$ cat src/rtl/seq_control_unit_pkg.sv
// Shared definitions for the sequencing control unit: opcode encodings,
// FSM state type and opcode classification helpers.
package cu_pkg;

    localparam logic [2:0] OP_ADD = 3'd0;
    localparam logic [2:0] OP_SUB = 3'd1;
    localparam logic [2:0] OP_AND = 3'd2;
    localparam logic [2:0] OP_OR  = 3'd3;
    localparam logic [2:0] OP_XOR = 3'd4;
    localparam logic [2:0] OP_MUL = 3'd5;
    localparam logic [2:0] OP_DIV = 3'd6;
    localparam logic [2:0] OP_CMP = 3'd7;

    typedef enum logic [2:0] {
        ST_IDLE,
        ST_DECODE,
        ST_EXEC,
        ST_WAIT,
        ST_WB,
        ST_ERR
    } cu_state_t;

    function automatic logic is_iterative(input logic [2:0] op);
        return (op == OP_MUL) || (op == OP_DIV);
    endfunction

    // Callers zero-extend the opcode, so wide opcode buses are handled uniformly.
    function automatic logic is_legal(input logic [31:0] op);
        return op < 32'd8;
    endfunction

endpackage

$ cat src/rtl/seq_control_unit_if.sv
// Instruction handshake, ALU control and status bundle of the control unit.
// The unit itself uses the slave modport; the fetch/ALU side uses master.
interface seq_control_unit_if #(
    parameter int OPCODE_W  = 3,
    parameter int ALU_SEL_W = 3,
    parameter int CNT_W     = 16
);
    logic                 instr_valid;
    logic                 instr_ready;
    logic [OPCODE_W-1:0]  opcode;
    logic [ALU_SEL_W-1:0] alu_sel;
    logic                 alu_start;
    logic                 alu_done;
    logic                 reg_we;
    logic                 flag_we;
    logic                 err;
    logic                 busy;
    logic [CNT_W-1:0]     retired_cnt;

    modport master (
        output instr_valid, opcode, alu_done,
        input  instr_ready, alu_sel, alu_start, reg_we, flag_we, err, busy, retired_cnt
    );

    modport slave (
        input  instr_valid, opcode, alu_done,
        output instr_ready, alu_sel, alu_start, reg_we, flag_we, err, busy, retired_cnt
    );
endinterface

$ cat src/rtl/seq_control_unit_watchdog.sv
// WAIT-state timeout counter; compiled only when CU_TIMEOUT_EN is defined.
// Counts consecutive WAIT cycles and flags the TIMEOUT_CYCLES-th one.
`ifdef CU_TIMEOUT_EN
module cu_watchdog #(
    parameter int TIMEOUT_CYCLES = 64
) (
    input  logic clk,
    input  logic rst,
    input  logic wait_i,
    output logic expired_o
);
    localparam int W = $clog2(TIMEOUT_CYCLES + 1);

    logic [W-1:0] cnt_q, cnt_d;

    // Leaving WAIT clears the count, so every entry starts from zero.
    always_comb begin
        cnt_d = '0;
        if (wait_i) cnt_d = cnt_q + 1'b1;
    end

    always_ff @(posedge clk) begin
        if (rst) cnt_q <= '0;
        else     cnt_q <= cnt_d;
    end

    assign expired_o = wait_i && (cnt_q == W'(TIMEOUT_CYCLES - 1));
endmodule
`endif

$ cat src/rtl/seq_control_unit.sv
// Multi-cycle opcode sequencer: IDLE/DECODE/EXEC/WAIT/WB/ERR FSM driving the ALU
// select, iterative-op start and write strobes. CU_TIMEOUT_EN adds a WAIT watchdog.
module seq_control_unit
    import cu_pkg::*;
#(
    parameter int OPCODE_W       = 3,
    parameter int ALU_SEL_W      = 3,
    parameter int CNT_W          = 16,
    parameter int TIMEOUT_CYCLES = 64
) (
    input  logic              clk,
    input  logic              rst,
    seq_control_unit_if.slave bus
);
    cu_state_t           state_q, state_d;
    logic [OPCODE_W-1:0] opcode_q, opcode_d;
    logic [CNT_W-1:0]    retired_q, retired_d;
    logic [2:0]          op3;
    logic                legal;
    logic                timeout;

    assign op3   = opcode_q[2:0];
    assign legal = is_legal(32'(opcode_q));

`ifdef CU_TIMEOUT_EN
    cu_watchdog #(.TIMEOUT_CYCLES(TIMEOUT_CYCLES)) u_watchdog (
        .clk       (clk),
        .rst       (rst),
        .wait_i    (state_q == ST_WAIT),
        .expired_o (timeout)
    );
`else
    logic unused_timeout_cfg;
    assign unused_timeout_cfg = ^TIMEOUT_CYCLES;
    assign timeout            = 1'b0;
`endif

    always_comb begin
        state_d   = state_q;
        opcode_d  = opcode_q;
        retired_d = retired_q;
        case (state_q)
            ST_IDLE: begin
                if (bus.instr_valid) begin
                    opcode_d = bus.opcode;
                    state_d  = ST_DECODE;
                end
            end
            ST_DECODE: begin
                if (!legal)                 state_d = ST_ERR;
                else if (is_iterative(op3)) state_d = ST_WAIT;
                else                        state_d = ST_EXEC;
            end
            ST_EXEC: state_d = ST_WB;
            // A done on the timeout cycle still completes the instruction.
            ST_WAIT: begin
                if (bus.alu_done)  state_d = ST_WB;
                else if (timeout)  state_d = ST_ERR;
            end
            ST_WB: begin
                retired_d = retired_q + 1'b1;
                state_d   = ST_IDLE;
            end
            ST_ERR:  state_d = ST_IDLE;
            default: state_d = ST_IDLE;
        endcase
    end

    always_ff @(posedge clk) begin
        if (rst) begin
            state_q   <= ST_IDLE;
            opcode_q  <= '0;
            retired_q <= '0;
        end else begin
            state_q   <= state_d;
            opcode_q  <= opcode_d;
            retired_q <= retired_d;
        end
    end

    // Outputs are decoded from registered state only; instr_ready also gates on rst.
    assign bus.instr_ready = (state_q == ST_IDLE) && !rst;
    assign bus.busy        = (state_q != ST_IDLE);
    assign bus.alu_sel     = (state_q == ST_IDLE) ? '0 : ALU_SEL_W'(op3);
    assign bus.alu_start   = (state_q == ST_DECODE) && legal && is_iterative(op3);
    assign bus.reg_we      = (state_q == ST_WB) && (op3 != OP_CMP);
    assign bus.flag_we     = (state_q == ST_WB) && (op3 == OP_CMP);
    assign bus.err         = (state_q == ST_ERR);
    assign bus.retired_cnt = retired_q;
endmodule

$ cat src/flat_wrapper.sv
// flat-port wrapper written by rule: the top's interface ports become plain ports
module seq_control_unit_flat import cu_pkg::*;
#(
    parameter int OPCODE_W       = 3,
    parameter int ALU_SEL_W      = 3,
    parameter int CNT_W          = 16,
    parameter int TIMEOUT_CYCLES = 64
)
  (clk, rst, bus_instr_valid, bus_opcode, bus_alu_done, bus_instr_ready, bus_alu_sel, bus_alu_start, bus_reg_we, bus_flag_we, bus_err, bus_busy, bus_retired_cnt);
  seq_control_unit_if #(.OPCODE_W(OPCODE_W), .ALU_SEL_W(ALU_SEL_W), .CNT_W(CNT_W)) bus_i ();
  input  logic clk;
  input  logic rst;
  input wire logic [$bits(bus_i.instr_valid)-1:0] bus_instr_valid;
  input wire logic [$bits(bus_i.opcode)-1:0] bus_opcode;
  input wire logic [$bits(bus_i.alu_done)-1:0] bus_alu_done;
  output wire logic [$bits(bus_i.instr_ready)-1:0] bus_instr_ready;
  output wire logic [$bits(bus_i.alu_sel)-1:0] bus_alu_sel;
  output wire logic [$bits(bus_i.alu_start)-1:0] bus_alu_start;
  output wire logic [$bits(bus_i.reg_we)-1:0] bus_reg_we;
  output wire logic [$bits(bus_i.flag_we)-1:0] bus_flag_we;
  output wire logic [$bits(bus_i.err)-1:0] bus_err;
  output wire logic [$bits(bus_i.busy)-1:0] bus_busy;
  output wire logic [$bits(bus_i.retired_cnt)-1:0] bus_retired_cnt;
  assign bus_i.instr_valid = bus_instr_valid;
  assign bus_i.opcode = bus_opcode;
  assign bus_i.alu_done = bus_alu_done;
  assign bus_instr_ready = bus_i.instr_ready;
  assign bus_alu_sel = bus_i.alu_sel;
  assign bus_alu_start = bus_i.alu_start;
  assign bus_reg_we = bus_i.reg_we;
  assign bus_flag_we = bus_i.flag_we;
  assign bus_err = bus_i.err;
  assign bus_busy = bus_i.busy;
  assign bus_retired_cnt = bus_i.retired_cnt;
  seq_control_unit #(.OPCODE_W(OPCODE_W), .ALU_SEL_W(ALU_SEL_W), .CNT_W(CNT_W), .TIMEOUT_CYCLES(TIMEOUT_CYCLES)) u_core (.clk(clk), .rst(rst), .bus(bus_i));
endmodule
$ cat config.mk
export PLATFORM = sky130hd
export DESIGN_NAME = seq_control_unit_flat
export DESIGN_NICKNAME = d
export VERILOG_FILES = /design/src/rtl/seq_control_unit_pkg.sv /design/src/rtl/seq_control_unit_if.sv /design/src/rtl/seq_control_unit_watchdog.sv /design/src/rtl/seq_control_unit.sv /design/src/flat_wrapper.sv
export SDC_FILE = /design/constraint.sdc
export NUM_CORES = 1
export LEC_CHECK = 0
export ABC_AREA = 1
export BUFFER_PORTS_ARGS = -buffer_cell sky130_fd_sc_hd__buf_2
export CAP_MARGIN = 20
export CELL_PAD_IN_SITES_DETAIL_PLACEMENT = 0
export CELL_PAD_IN_SITES_GLOBAL_PLACEMENT = 1
export CORE_MARGIN = 4
export CORE_UTILIZATION = 31
export DETAILED_ROUTE_END_ITERATION = 10
export PLACE_DENSITY_LB_ADDON = 0.2
export SLEW_MARGIN = 5
export SYNTH_ARGS = -nofsm -noshare
export SYNTH_HDL_FRONTEND = slang
export SYNTH_SLANG_ARGS = --single-unit
$ cat constraint.sdc
create_clock -name clk -period 1 [get_ports clk]
set_input_delay 0.05 -clock clk [delete_from_list [all_inputs] [get_ports clk]]
set_output_delay 0.05 -clock clk [all_outputs]
set_load 0.01 [all_outputs]
==> results of run 1 <==
## layout by cell type (no fill, tap or decap), types with 3 or more instances in the layout
cell type and n:
sky130_fd_sc_hd__a21oi_1 11, sky130_fd_sc_hd__buf_2 21, sky130_fd_sc_hd__buf_4 28, sky130_fd_sc_hd__buf_6 30, sky130_fd_sc_hd__clkbuf_4 3, sky130_fd_sc_hd__dfxtp_1 8, sky130_fd_sc_hd__dfxtp_2 5, sky130_fd_sc_hd__dfxtp_4 9
sky130_fd_sc_hd__dlygate4sd3_1 4, sky130_fd_sc_hd__inv_1 22, sky130_fd_sc_hd__inv_2 3, sky130_fd_sc_hd__nand2_1 23, sky130_fd_sc_hd__nand2_2 8, sky130_fd_sc_hd__nand3_2 3, sky130_fd_sc_hd__nand3_4 5, sky130_fd_sc_hd__nor2_1 27
sky130_fd_sc_hd__nor2_2 5, sky130_fd_sc_hd__nor2_4 8, sky130_fd_sc_hd__nor3_2 3, sky130_fd_sc_hd__nor3_4 3, sky130_fd_sc_hd__o21ai_1 5, sky130_fd_sc_hd__o21ai_2 5
## metrics by stage
step           utilization (%)  power (mW)
3_3_place_gp              47.3        1.25
6_report                  65.0        2.05
5_1_grt                   65.0        2.16
3_5_place_dp              47.3        1.26
2_1_floorplan                -        1.12
4_1_cts                   58.3        1.96
## routing by layer
layer	global-route usage (%)	part of all wire (%)	routed length, um
met3	4.66	4.6	165
met1	17.1	40	1430
met2	32.3	54	1920
met5	0	0	0
met4	3.80	1.5	54
## power by group through the flow
stage | logic [mW] | clock network, mW | registers, mW
2_1_floorplan | 0.172 | 0 | 0.947
3_3_place_gp | 0.305 | 0 | 0.947
3_5_place_dp | 0.315 | 0 | 0.948
4_1_cts | 0.500 | 0.529 | 0.929
5_1_grt | 0.660 | 0.559 | 0.942
6_report | 0.613 | 0.503 | 0.936
## critical path, cell delays in order, from the launching register on
cell and delay (ns):
sky130_fd_sc_hd__dfxtp_2 0.36, sky130_fd_sc_hd__buf_6 0.12, sky130_fd_sc_hd__nor2_4 0.08, sky130_fd_sc_hd__nand2_2 0.07, sky130_fd_sc_hd__nor3_2 0.19, sky130_fd_sc_hd__nand2_1 0.10
sky130_fd_sc_hd__inv_1 0.06, sky130_fd_sc_hd__buf_2 0.12
## path summary, 6_finish.rpt
check,from,slack [ns],to,depth (start not counted)
worst max-delay path,u_core.state_q[1],-0.46,bus_alu_start,7
worst min-delay path,rst,0.03,u_core.state_q[1],3
worst max register to register,u_core.state_q[0],-0.38,u_core.bus.retired_cnt[11],9
worst min register to register,u_core.bus.retired_cnt[6],0.48,u_core.bus.retired_cnt[6],1
## Yosys cell counts (all sizes together)
master   n
o21ai   11
nand4    2
ha       1
dfxtp   22
nand3   10
nand2   33
and2     1
nor2    40
xnor2    1
inv     27
a21oi   13
nor3     8
buf      1
## state kept, by name, summed over array words and instances, names as in the netlist
signal / cells
u_core.op3: 3
u_core.state_q: 3
u_core.bus.retired_cnt: 16
## repair_timing
item	in CTS	in global routing
hold buffers	4	0
endpoints found under the setup margin	34	40
buffers inserted	15	10
pin swaps	16	21
resized for setup	52	53
endpoints found under the hold margin	4	0
## cells by family (layout without fill, tap and decap cells)
kind of cell,Yosys count,count (layout),synth area share (%)
buf+inv,28,115,9.64
fa+ha+maj,1,1,1.13
flops,22,22,39.9
compound gates,24,24,10.9
xor+xnor,1,1,0.794
simple gates,94,94,37.6
## area by class of cell
type	count	area [um2]
fillers	276	1190
multi-input cells	120	800
repair buffers	84	713
flip-flops and latches	22	480
inverters	27	116
well taps	46	57.6
clock buffers	4	36.3
==> tab_implementation.tex, run 1 <==
\begin{tabular}{lr}
\hline
Metric & Value \\
\hline
\multicolumn{2}{l}{\textbf{Flow run}} \\
\quad Max capacitance violation total & 0 \\
\multicolumn{2}{l}{\textbf{STA}} \\
\quad Part of the cycle the worst path needs & 146\% \\
\quad Tightest Pin Transition & 0.502 ns \\
\quad Final hold viol count & 0 \\
\quad Unrepaired setup endpoints after global routing & yes \\
\quad Final worst setup slack & -0.461 ns \\
\quad Worst-case clock skew & 0.00205 ns \\
\quad Final Setup Violations & 30 \\
\quad Worst slew margin relative to its limit & 66.5\% \\
\quad Tmin final & 1.46 ns \\
\quad Setup tns final & -8.27 ns \\
\quad Worst hold slack & 0.0344 ns \\
\quad Upper clock frequency limit & 684 MHz \\
\quad Max-slew violation count & 0 \\
\multicolumn{2}{l}{\textbf{Setup path}} \\
\quad Element type at the critical path end & output pin \\
\quad Critical Path Source Type & register \\
\quad Critical path class & reg -> out \\
\quad Endpoint required time on the critical path & 0.95 ns \\
\quad Critical path peak fanout & 2 \\
\quad Arrival time worst endpoint & 1.41 ns \\
\multicolumn{2}{l}{\textbf{Hold path}} \\
\quad Kind of path behind the tightest hold check & in -> reg \\
\multicolumn{2}{l}{\textbf{Route}} \\
\quad Post-DR wirelength/cell & 11.8 um \\
\quad Aggregate routed wire length & 3570 um \\
\quad Antenna-violating nets left & 0 \\
\quad Pre-Repair DR Iteration Count & 4 \\
\quad Drt drc & 0 \\
\quad Via count of the routed design & 1,398 \\
\quad Ratio of routed vias to standard cells & 4.61 \\
\quad Detailed Route Iter0 Violations & 35 \\
\multicolumn{2}{l}{\textbf{Synthesis}} \\
\quad Portion of the post-synthesis area used by sequential elements & 39.9\% \\
\quad Mean instance size in the synthesized netlist & 6.49 um2 \\
\quad Yosys warning count & 0 \\
\quad Post-synthesis instance area & 0.00110 mm2 \\
\quad Library cell with the largest summed area after synthesis & sky130\_fd\_sc\_hd\_\_dfxtp\_1 \\
\quad Synthesized Nets & 178 \\
\quad Top post-synthesis cells by area & sky130\_fd\_sc\_hd\_\_dfxtp\_1 40\%, sky130\_fd\_sc\_hd\_\_nor2\_1 12\%, sky130\_fd\_sc\_hd\_\_nand2\_1 10\% \\
\quad Count of cell types in the netlist & 19 \\
\quad Syn Inst Count & 170 \\
\quad Post-synth top area share & 39.9\% \\
\quad Flip-flop and latch count after synthesis & 22 \\
\multicolumn{2}{l}{\textbf{Placed design}} \\
\quad Placed insts & 275 \\
\quad Input/output buffers & 31 \\
\quad Placement-stage worst setup slack & -0.164 ns \\
\quad Half-perimeter wire length after detailed placement & 2370 um \\
\quad Routability congestion estimate & 0.799 \\
\quad Placed cell areas & 0.00160 mm2 \\
\multicolumn{2}{l}{\textbf{Pwr}} \\
\quad Net load switching power & 0.618 mW \\
\quad P per Cell Area & 931 mW/mm2 \\
\quad Power share of the sequential group & 45.6\% \\
\quad Switching Fraction & 30.1\% \\
\quad Leakage power figure & 0.968 nW \\
\quad Internal Pwr Total & 1.43 mW \\
\quad Power share of the clock group & 24.5\% \\
\quad Part of the total power dissipated in combinational logic & 29.9\% \\
\quad Worst VDD drop & 0.942 mV \\
\multicolumn{2}{l}{\textbf{Die}} \\
\quad Initial Utilization & 32.6\% \\
\quad Cell row count & 21 \\
\quad \# IOs & 32 \\
\quad Chip height & 67.7 um \\
\quad Chip Width & 67.7 um \\
\quad Placeable Area & 0.00339 mm2 \\
\quad DIE AREA & 0.00458 mm2 \\
\multicolumn{2}{l}{\textbf{Global route}} \\
\quad Initial antenna violation count & 0 \\
\quad Wire length of the first global-routing pass & 5750 um \\
\quad Gr usage total & 16.6\% \\
\quad Maximum number of pins on one net before global-route repair & 14 \\
\quad Grt total ovfl & 0 \\
\quad Vias in the first global route & 1,376 \\
\multicolumn{2}{l}{\textbf{Cells and area}} \\
\quad Final Instance Count excl. Fillers & 303 \\
\quad Total inserted antenna cells & 0 \\
\quad Net count of the finished layout & 266 \\
\quad Share of layout cells above drive strength 1 & 58.0\% \\
\quad Synthesis-to-layout area growth & 99.7\% \\
\quad Area of all placed cells without fillers & 0.00220 mm2 \\
\multicolumn{2}{l}{\textbf{Run status}} \\
\quad Run status & finished with violations \\
\quad Violations in the final reports & setup timing \\
\multicolumn{2}{l}{\textbf{Clock network}} \\
\quad Maximum clock insertion buffer count & 2 \\
\quad Clock network latency to the later pin of the worst-skew pair & 0.31 ns \\
\quad Clock Tree Root & sky130\_fd\_sc\_hd\_\_clkbuf\_4 \\
\quad Depth of the CTS H-tree & 1 \\
\quad Clock sink count & 22 \\
\quad Reg clk slew, reported paths & 0.13 ns \\
\quad TritonCTS clock tree & built \\
\quad Number of buffers created by CTS & 3 \\
\hline
\end{tabular}
Power figures use the tool's default switching activity.
==> run 2, diff against run 1 <==
--- a/config.mk
+++ b/config.mk
@@ -6,13 +6,13 @@
 export NUM_CORES = 1
 export LEC_CHECK = 0
 export ABC_AREA = 1
-export BUFFER_PORTS_ARGS = -buffer_cell sky130_fd_sc_hd__buf_2
 export CAP_MARGIN = 20
 export CELL_PAD_IN_SITES_DETAIL_PLACEMENT = 0
 export CELL_PAD_IN_SITES_GLOBAL_PLACEMENT = 1
 export CORE_MARGIN = 4
-export CORE_UTILIZATION = 31
+export CORE_UTILIZATION = 37
 export DETAILED_ROUTE_END_ITERATION = 10
+export DONT_BUFFER_PORTS = 1
 export PLACE_DENSITY_LB_ADDON = 0.2
 export SLEW_MARGIN = 5
 export SYNTH_ARGS = -nofsm -noshare
==> constraint.sdc (replaced) <==
create_clock -name clk -period 1 [get_ports clk]
set_input_delay 0.2 -clock clk [delete_from_list [all_inputs] [get_ports clk]]
set_output_delay 0.2 -clock clk [all_outputs]
set_load 0.01 [all_outputs]
==> run 2 against run 1 <==
Net effect:
- the run still ends with setup timing left
- sequential power about the same
- routed wire length decreased by 0.59%
- combinational power decreased by 4.7%
- maximum frequency increased by 2.4%
- clock skew increased by 0.015 ns
- register-to-register slack improved by 0.07 ns
- clock power increased by 24%
- hold slack got worse by 0.016 ns
- die area decreased by 14%
- critical path type unchanged
- largest power group unchanged
==> tab_implementation.tex, run 2 (synthesized netlist as in run 1, its figures left out) <==
\begin{tabular}{lr}
\hline
Metric & Value \\
\hline
\multicolumn{2}{l}{\textbf{STA}} \\
\quad Worst slew margin relative to its limit & 79.7\% \\
\quad Tightest Pin Transition & 0.303 ns \\
\quad Final Setup Violations & 42 \\
\quad Unrepaired setup endpoints after global routing & yes \\
\quad Tmin final & 1.43 ns \\
\quad Max-slew violation count & 0 \\
\quad Final worst setup slack & -0.427 ns \\
\quad Part of the cycle the worst path needs & 143\% \\
\quad Worst hold slack & 0.0184 ns \\
\quad Worst-case clock skew & 0.0174 ns \\
\quad Final hold viol count & 0 \\
\quad Upper clock frequency limit & 701 MHz \\
\multicolumn{2}{l}{\textbf{Pwr}} \\
\quad P per Cell Area & 1020 mW/mm2 \\
\quad Leakage power figure & 0.835 nW \\
\quad Worst VDD drop & 0.892 mV \\
\multicolumn{2}{l}{\textbf{Route}} \\
\quad Aggregate routed wire length & 3550 um \\
\quad Drt drc & 0 \\
\quad Via count of the routed design & 1,313 \\
\quad Ratio of routed vias to standard cells & 4.97 \\
\quad Detailed Route Iter0 Violations & 35 \\
\quad Pre-Repair DR Iteration Count & 4 \\
\quad Post-DR wirelength/cell & 13.4 um \\
\quad Antenna-violating nets left & 0 \\
\multicolumn{2}{l}{\textbf{Clock network}} \\
\quad TritonCTS clock tree & built \\
\quad Clock Tree Root & sky130\_fd\_sc\_hd\_\_clkbuf\_4 \\
\quad Maximum clock insertion buffer count & 2 \\
\quad Number of buffers created by CTS & 3 \\
\quad Depth of the CTS H-tree & 1 \\
\quad Reg clk slew, reported paths & 0.15 ns \\
\quad Clock sink count & 22 \\
\quad Clock network latency to the later pin of the worst-skew pair & 0.33 ns \\
\multicolumn{2}{l}{\textbf{Placed design}} \\
\quad Routability congestion estimate & 0.753 \\
\quad Placement-stage worst setup slack & -0.156 ns \\
\quad Input/output buffers & 0 \\
\quad Half-perimeter wire length after detailed placement & 2240 um \\
\multicolumn{2}{l}{\textbf{Flow run}} \\
\quad Max capacitance violation total & 0 \\
\multicolumn{2}{l}{\textbf{Setup path}} \\
\quad Endpoint required time on the critical path & 0.80 ns \\
\quad Element type at the critical path end & output pin \\
\quad Critical path class & reg -> out \\
\quad Critical path peak fanout & 3 \\
\quad Critical Path Source Type & register \\
\quad Arrival time worst endpoint & 1.23 ns \\
\multicolumn{2}{l}{\textbf{Cells and area}} \\
\quad Largest register FFs & 16 \\
\quad Synthesis-to-layout area growth & 90.4\% \\
\quad Total inserted antenna cells & 0 \\
\quad Leading cell type in the layout, fill and taps excluded & sky130\_fd\_sc\_hd\_\_buf\_6 \\
\quad FF+latch area & 488 um2 \\
\quad Number of fill cells & 193 \\
\quad Commonest cells after routing, fill and taps aside & 35 x sky130\_fd\_sc\_hd\_\_buf\_6, 26 x sky130\_fd\_sc\_hd\_\_nor2\_1, 25 x sky130\_fd\_sc\_hd\_\_nand2\_1, 22 x sky130\_fd\_sc\_hd\_\_buf\_4, 21 x sky130\_fd\_sc\_hd\_\_inv\_1 \\
\quad Area of combinational cells with multiple inputs & 821 um2 \\
\quad Net count of the finished layout & 242 \\
\quad Share of layout cells above drive strength 1 & 56.7\% \\
\multicolumn{2}{l}{\textbf{Die}} \\
\quad Initial Utilization & 39.3\% \\
\quad Cell row count & 19 \\
\quad \# IOs & 32 \\
\quad Chip Width & 62.6 um \\
\quad DIE AREA & 0.00392 mm2 \\
\quad Placeable Area & 0.00281 mm2 \\
\quad Chip height & 62.6 um \\
\multicolumn{2}{l}{\textbf{Hold path}} \\
\quad Kind of path behind the tightest hold check & in -> reg \\
\multicolumn{2}{l}{\textbf{Global route}} \\
\quad Initial antenna violation count & 0 \\
\quad Vias in the first global route & 1,283 \\
\quad Maximum number of pins on one net before global-route repair & 14 \\
\quad Gr usage total & 17.6\% \\
\quad Grt total ovfl & 0 \\
\quad Wire length of the first global-routing pass & 5650 um \\
\multicolumn{2}{l}{\textbf{Run status}} \\
\quad Violations in the final reports & setup timing \\
\quad Run status & finished with violations \\
\hline
\end{tabular}
==> run 2: changes by cell type in the layout (fill, tap and decap cells not counted), sizes merged <==
cell,before,now
inv,26,27
clkinv,1,0
buf,80,57
dlygate4sd3,4,3
==> run 2: where the power goes <==
part           total [mW]  internal, mW  switching [mW]
logic               0.584         0.275           0.309
clock network       0.623         0.306           0.317
registers           0.934         0.894          0.0402
==> run 2: layout make-up <==
type / count / share of cell area, %
Multi-Input combinational cell: 120 / 39.1
Inverter: 27 / 5.54
Timing Repair Buffer: 60 / 28.1
Clock buffer: 4 / 2.26
Sequential cell: 22 / 23.2
Tap cell: 31 / 1.85
==> run 2: metrics by stage <==
| step | std cells | utilization, % | setup TNS [ns] | instance area [um2] | power (mW) |
|---|---|---|---|---|---|
| floorplan | 170 | - | -0.719 | 1190 | 1.14 |
| global placement | 243 | 55.3 | -2.49 | 1550 | 1.25 |
| detailed placement | 243 | 55.3 | -2.74 | 1550 | 1.26 |
| CTS | 254 | 67.9 | -7.57 | 1900 | 2.05 |
| global route | 264 | 74.9 | -11.99 | 2100 | 2.24 |
| finish | 264 | 74.9 | -9.22 | 2100 | 2.14 |
==> run 2: routing by layer <==
metal / vias to the layer above / wire length, um / GRT usage (%)
met5: - / 0 / 0
met4: 0 / 30 / 5.79
met3: 4 / 115 / 3.60
met2: 24 / 1950 / 31.6
met1: 622 / 1450 / 20.7
li1: 663 / - / -
==> run 2: what timing repair did <==
item                                    in CTS  in global routing
pin swaps                                   12                 16
cloned                                       0                  0
endpoints found under the setup margin      45                 46
setup buffers                                6                  9
gates resized for setup                     78                 28
hold buffers                                 1                  2
hold endpoints to repair                     4                  2
==> run 2: worst max-delay path, cell delays in order, from the launching register on <==
cell,delay [ns]
sky130_fd_sc_hd__dfxtp_1,0.37
sky130_fd_sc_hd__nand2_1,0.11
sky130_fd_sc_hd__inv_1,0.08
sky130_fd_sc_hd__nor3_2,0.16
sky130_fd_sc_hd__nand2_1,0.10
sky130_fd_sc_hd__inv_2,0.08
==> run 2: final timing paths <==
path	start	to	slack (ns)	depth (start not counted)
setup / recovery	u_core.op3[1]	bus_alu_start	-0.43	5
hold / removal	bus_opcode[1]	u_core.op3[1]	0.02	2
setup reg to reg	u_core.state_q[0]	u_core.bus.retired_cnt[12]	-0.31	9
hold reg to reg	u_core.bus.retired_cnt[13]	u_core.bus.retired_cnt[13]	0.55	2
==> run 3, diff against run 2 <==
--- a/config.mk
+++ b/config.mk
@@ -5,12 +5,12 @@
 export SDC_FILE = /design/constraint.sdc
 export NUM_CORES = 1
 export LEC_CHECK = 0
-export ABC_AREA = 1
+export ABC_AREA = 0
 export CAP_MARGIN = 20
 export CELL_PAD_IN_SITES_DETAIL_PLACEMENT = 0
 export CELL_PAD_IN_SITES_GLOBAL_PLACEMENT = 1
 export CORE_MARGIN = 4
-export CORE_UTILIZATION = 37
+export CORE_UTILIZATION = 39
 export DETAILED_ROUTE_END_ITERATION = 10
 export DONT_BUFFER_PORTS = 1
 export PLACE_DENSITY_LB_ADDON = 0.2
==> run 3 against run 2 <==
Net effect:
- the run still ends with setup timing left
- sequential power down 1%
- sequential share of layout area increased by 2.5 points
- count of clock-buffer cells in the layout stayed put
- critical endpoint unchanged
- largest cell class unchanged
==> tab_implementation.tex, run 3 <==
\begin{tabular}{lr}
\hline
Metric & Value \\
\hline
\multicolumn{2}{l}{\textbf{Route}} \\
\quad Via count of the routed design & 1,091 \\
\quad Antenna-violating nets left & 0 \\
\quad Post-DR wirelength/cell & 14.9 um \\
\quad Ratio of routed vias to standard cells & 5.32 \\
\quad Pre-Repair DR Iteration Count & 4 \\
\quad Drt drc & 0 \\
\quad Detailed Route Iter0 Violations & 21 \\
\quad Aggregate routed wire length & 3060 um \\
\multicolumn{2}{l}{\textbf{Run status}} \\
\quad Violations in the final reports & setup timing \\
\quad Run status & finished with violations \\
\multicolumn{2}{l}{\textbf{Setup path}} \\
\quad Slowest CP cell & sky130\_fd\_sc\_hd\_\_dfxtp\_2 \\
\quad Critical Path Source Type & register \\
\quad Dominant delay contributor by cell family on the critical path & simple AND/OR/NAND/NOR gates \\
\quad Number of buffer and inverter instances along the worst setup path & 2 \\
\quad Critical path class & reg -> out \\
\quad Critical path peak fanout & 3 \\
\quad Delay of the slowest cell on the worst path & 0.35 ns \\
\quad Element type at the critical path end & output pin \\
\quad Cell-by-cell trace of the critical path & buf\_6 > nand2b\_4 > nor4b\_4 > buf\_4 \\
\quad Endpoint required time on the critical path & 0.80 ns \\
\quad Arrival time worst endpoint & 1.37 ns \\
\multicolumn{2}{l}{\textbf{STA}} \\
\quad Setup tns final & -12.81 ns \\
\quad Tightest Pin Transition & 0.861 ns \\
\quad Final hold viol count & 0 \\
\quad Upper clock frequency limit & 637 MHz \\
\quad Final worst setup slack & -0.570 ns \\
\quad Worst hold slack & 0.0263 ns \\
\quad Max-slew violation count & 0 \\
\quad Final Setup Violations & 34 \\
\quad Unrepaired setup endpoints after global routing & yes \\
\quad Worst slew margin relative to its limit & 42.4\% \\
\quad Part of the cycle the worst path needs & 157\% \\
\quad Worst-case clock skew & 0.00203 ns \\
\quad Tmin final & 1.57 ns \\
\multicolumn{2}{l}{\textbf{Synthesis}} \\
\quad Library cell with the largest summed area after synthesis & sky130\_fd\_sc\_hd\_\_dfxtp\_1 \\
\quad Combinational family with the most area after synthesis & simple AND/OR/NAND/NOR gates \\
\quad Top post-synthesis cells by area & sky130\_fd\_sc\_hd\_\_dfxtp\_1 43\%, sky130\_fd\_sc\_hd\_\_a21oi\_1 5.9\%, sky130\_fd\_sc\_hd\_\_xor2\_1 5.1\% \\
\quad Portion of the post-synthesis area used by sequential elements & 43.0\% \\
\quad Syn Inst Count & 120 \\
\quad Post-synthesis instance area & 0.00102 mm2 \\
\quad Mean instance size in the synthesized netlist & 8.53 um2 \\
\quad Yosys warning count & 0 \\
\quad Post-synth EDFFs & 0 \\
\quad Synthesized Nets & 128 \\
\quad Proportion of synthesized area in mux cells & 1.96\% \\
\quad Basic-gate share of the synthesized area counting and, or, nand and nor cells & 34.1\% \\
\quad Async set-or-reset flop fraction in the synthesized netlist & 0\% \\
\quad Adder-cell share of the synthesized area & 1.22\% \\
\quad Most used flip-flop cell after synthesis & sky130\_fd\_sc\_hd\_\_dfxtp\_1 \\
\quad Flip-flop and latch count after synthesis & 22 \\
\quad Most instantiated library cell after synthesis & sky130\_fd\_sc\_hd\_\_dfxtp\_1 \\
\quad Synthesized-area fraction occupied by xor and xnor cells & 7.70\% \\
\quad Post-synth top area share & 43.0\% \\
\quad Most instantiated cells after synthesis & 22 x sky130\_fd\_sc\_hd\_\_dfxtp\_1, 13 x sky130\_fd\_sc\_hd\_\_nor2\_1, 12 x sky130\_fd\_sc\_hd\_\_a21oi\_1 \\
\quad Count of cell types in the netlist & 28 \\
\quad Complex-gate fraction of the synthesized area & 9.54\% \\
\multicolumn{2}{l}{\textbf{Placed design}} \\
\quad Placement-stage worst setup slack & -0.413 ns \\
\quad Routability congestion estimate & 0.730 \\
\quad Half-perimeter wire length after detailed placement & 1920 um \\
\quad Input/output buffers & 0 \\
\quad Placed cell areas & 0.00136 mm2 \\
\multicolumn{2}{l}{\textbf{Pwr}} \\
\quad Power share of the sequential group & 49.1\% \\
\quad Power share of the clock group & 26.6\% \\
\quad Worst VDD drop & 0.899 mV \\
\quad Internal Pwr Total & 1.36 mW \\
\quad Net load switching power & 0.510 mW \\
\quad Part of the total power dissipated in combinational logic & 24.3\% \\
\quad P per Cell Area & 1010 mW/mm2 \\
\quad Switching Fraction & 27.2\% \\
\quad Leakage power figure & 0.709 nW \\
\multicolumn{2}{l}{\textbf{Cells and area}} \\
\quad Area of all placed cells without fillers & 0.00185 mm2 \\
\quad Share of layout cells above drive strength 1 & 64.6\% \\
\quad Largest register FFs & 16 \\
\quad Total inserted antenna cells & 0 \\
\quad Commonest cells after routing, fill and taps aside & 31 x sky130\_fd\_sc\_hd\_\_buf\_6, 21 x sky130\_fd\_sc\_hd\_\_buf\_4, 16 x sky130\_fd\_sc\_hd\_\_dfxtp\_2, 10 x sky130\_fd\_sc\_hd\_\_nor2\_1, 8 x sky130\_fd\_sc\_hd\_\_nand2\_1 \\
\quad Net count of the finished layout & 184 \\
\quad Post-Route Utilization & 74.0\% \\
\quad Synthesis-to-layout area growth & 80.7\% \\
\quad Leading cell type in the layout, fill and taps excluded & sky130\_fd\_sc\_hd\_\_buf\_6 \\
\multicolumn{2}{l}{\textbf{Clock network}} \\
\quad Clock network latency to the later pin of the worst-skew pair & 0.31 ns \\
\quad Clock sink count & 22 \\
\quad TritonCTS clock tree & built \\
\quad Number of buffers created by CTS & 3 \\
\quad Maximum clock insertion buffer count & 2 \\
\quad Depth of the CTS H-tree & 1 \\
\quad Clock Tree Root & sky130\_fd\_sc\_hd\_\_clkbuf\_4 \\
\quad Reg clk slew, reported paths & 0.12 ns \\
\multicolumn{2}{l}{\textbf{Global route}} \\
\quad Met2 track utilization from global routing & 33.5\% \\
\quad Gr usage total & 18.5\% \\
\quad Maximum number of pins on one net before global-route repair & 21 \\
\quad Met1 layer usage reported by global route & 21.6\% \\
\quad Grt total ovfl & 0 \\
\quad Wire length of the first global-routing pass & 4920 um \\
\quad Busiest grt layer & met2 \\
\quad Vias in the first global route & 1,082 \\
\quad Initial antenna violation count & 0 \\
\quad Met3 usage in global routing & 6.32\% \\
\multicolumn{2}{l}{\textbf{Die}} \\
\quad \# IOs & 32 \\
\quad Chip Width & 59.2 um \\
\quad Cell row count & 18 \\
\quad Chip height & 59.2 um \\
\quad DIE AREA & 0.00351 mm2 \\
\quad Placeable Area & 0.00250 mm2 \\
\quad Initial Utilization & 40.9\% \\
\multicolumn{2}{l}{\textbf{Flow run}} \\
\quad Max capacitance violation total & 0 \\
\multicolumn{2}{l}{\textbf{Hold path}} \\
\quad Kind of path behind the tightest hold check & in -> reg \\
\hline
\end{tabular}
## run 3: routing by layer
layer	vias up	part of all wire, %
met4	0	0.33
met5	-	0
met1	527	41
met3	2	5.9
li1	538	-
met2	24	53
## run 3: cell type report
type	count	area [um2]
inverters	2	11.3
multi-input cells	92	752
fillers	170	651
well taps	30	37.5
flip-flops and latches	22	475
clock buffers	4	36.3
repair buffers	55	537
## run 3: stage by stage
stage / power (mW) / cells
5_1_grt: 1.98 / 205
2_1_floorplan: 1.11 / 120
3_3_place_gp: 1.18 / 182
6_report: 1.87 / 205
4_1_cts: 1.81 / 199
3_5_place_dp: 1.19 / 182
## run 3: logic make-up (layout without fill, tap and decap cells)
family                   count (synthesis)  in the layout
XOR/XNOR                                 9              9
adder cells (fa/ha/maj)                  1              1
buffers and inverters                    6             61
flip-flops                              22             22
AO/OA/AOI/OAI                           19             19
multiplexers                             2              2
AND/OR/NAND/NOR                         61             61
## run 3: worst reg2reg max path, cell delays in order (launching register included)
cell and delay (ns):
sky130_fd_sc_hd__dfxtp_2 0.35, sky130_fd_sc_hd__buf_4 0.14, sky130_fd_sc_hd__nor3b_4 0.25, sky130_fd_sc_hd__buf_4 0.16, sky130_fd_sc_hd__nand3_2 0.06, sky130_fd_sc_hd__or4_1 0.40
sky130_fd_sc_hd__a21oi_1 0.14
## run 3: what timing repair did
action | CTS | global route
pin swaps | 18 | 14
setup endpoints to repair | 46 | 47
hold endpoints to repair | 21 | 1
buffers inserted | 11 | 7
hold buffers | 2 | 1
resized for setup | 61 | 25
## run 3: worst paths after layout
kind,to,slack (ns),start,cells after the start
setup / recovery,bus_alu_start,-0.57,u_core.state_q[1],4
hold / removal,u_core.op3[1],0.03,bus_opcode[1],2
setup reg to reg,u_core.bus.retired_cnt[15],-0.56,u_core.state_q[1],6
hold reg to reg,u_core.bus.retired_cnt[15],0.55,u_core.bus.retired_cnt[15],2
## run 3: power by group through the flow
| stage | clock (mW) | combinational [mW] | sequential, mW |
|---|---|---|---|
| finish | 0.498 | 0.455 | 0.921 |
| global route | 0.562 | 0.488 | 0.925 |
| CTS | 0.518 | 0.373 | 0.922 |
| detailed placement | 0 | 0.248 | 0.941 |
| global placement | 0 | 0.243 | 0.940 |
| floorplan | 0 | 0.169 | 0.937 |
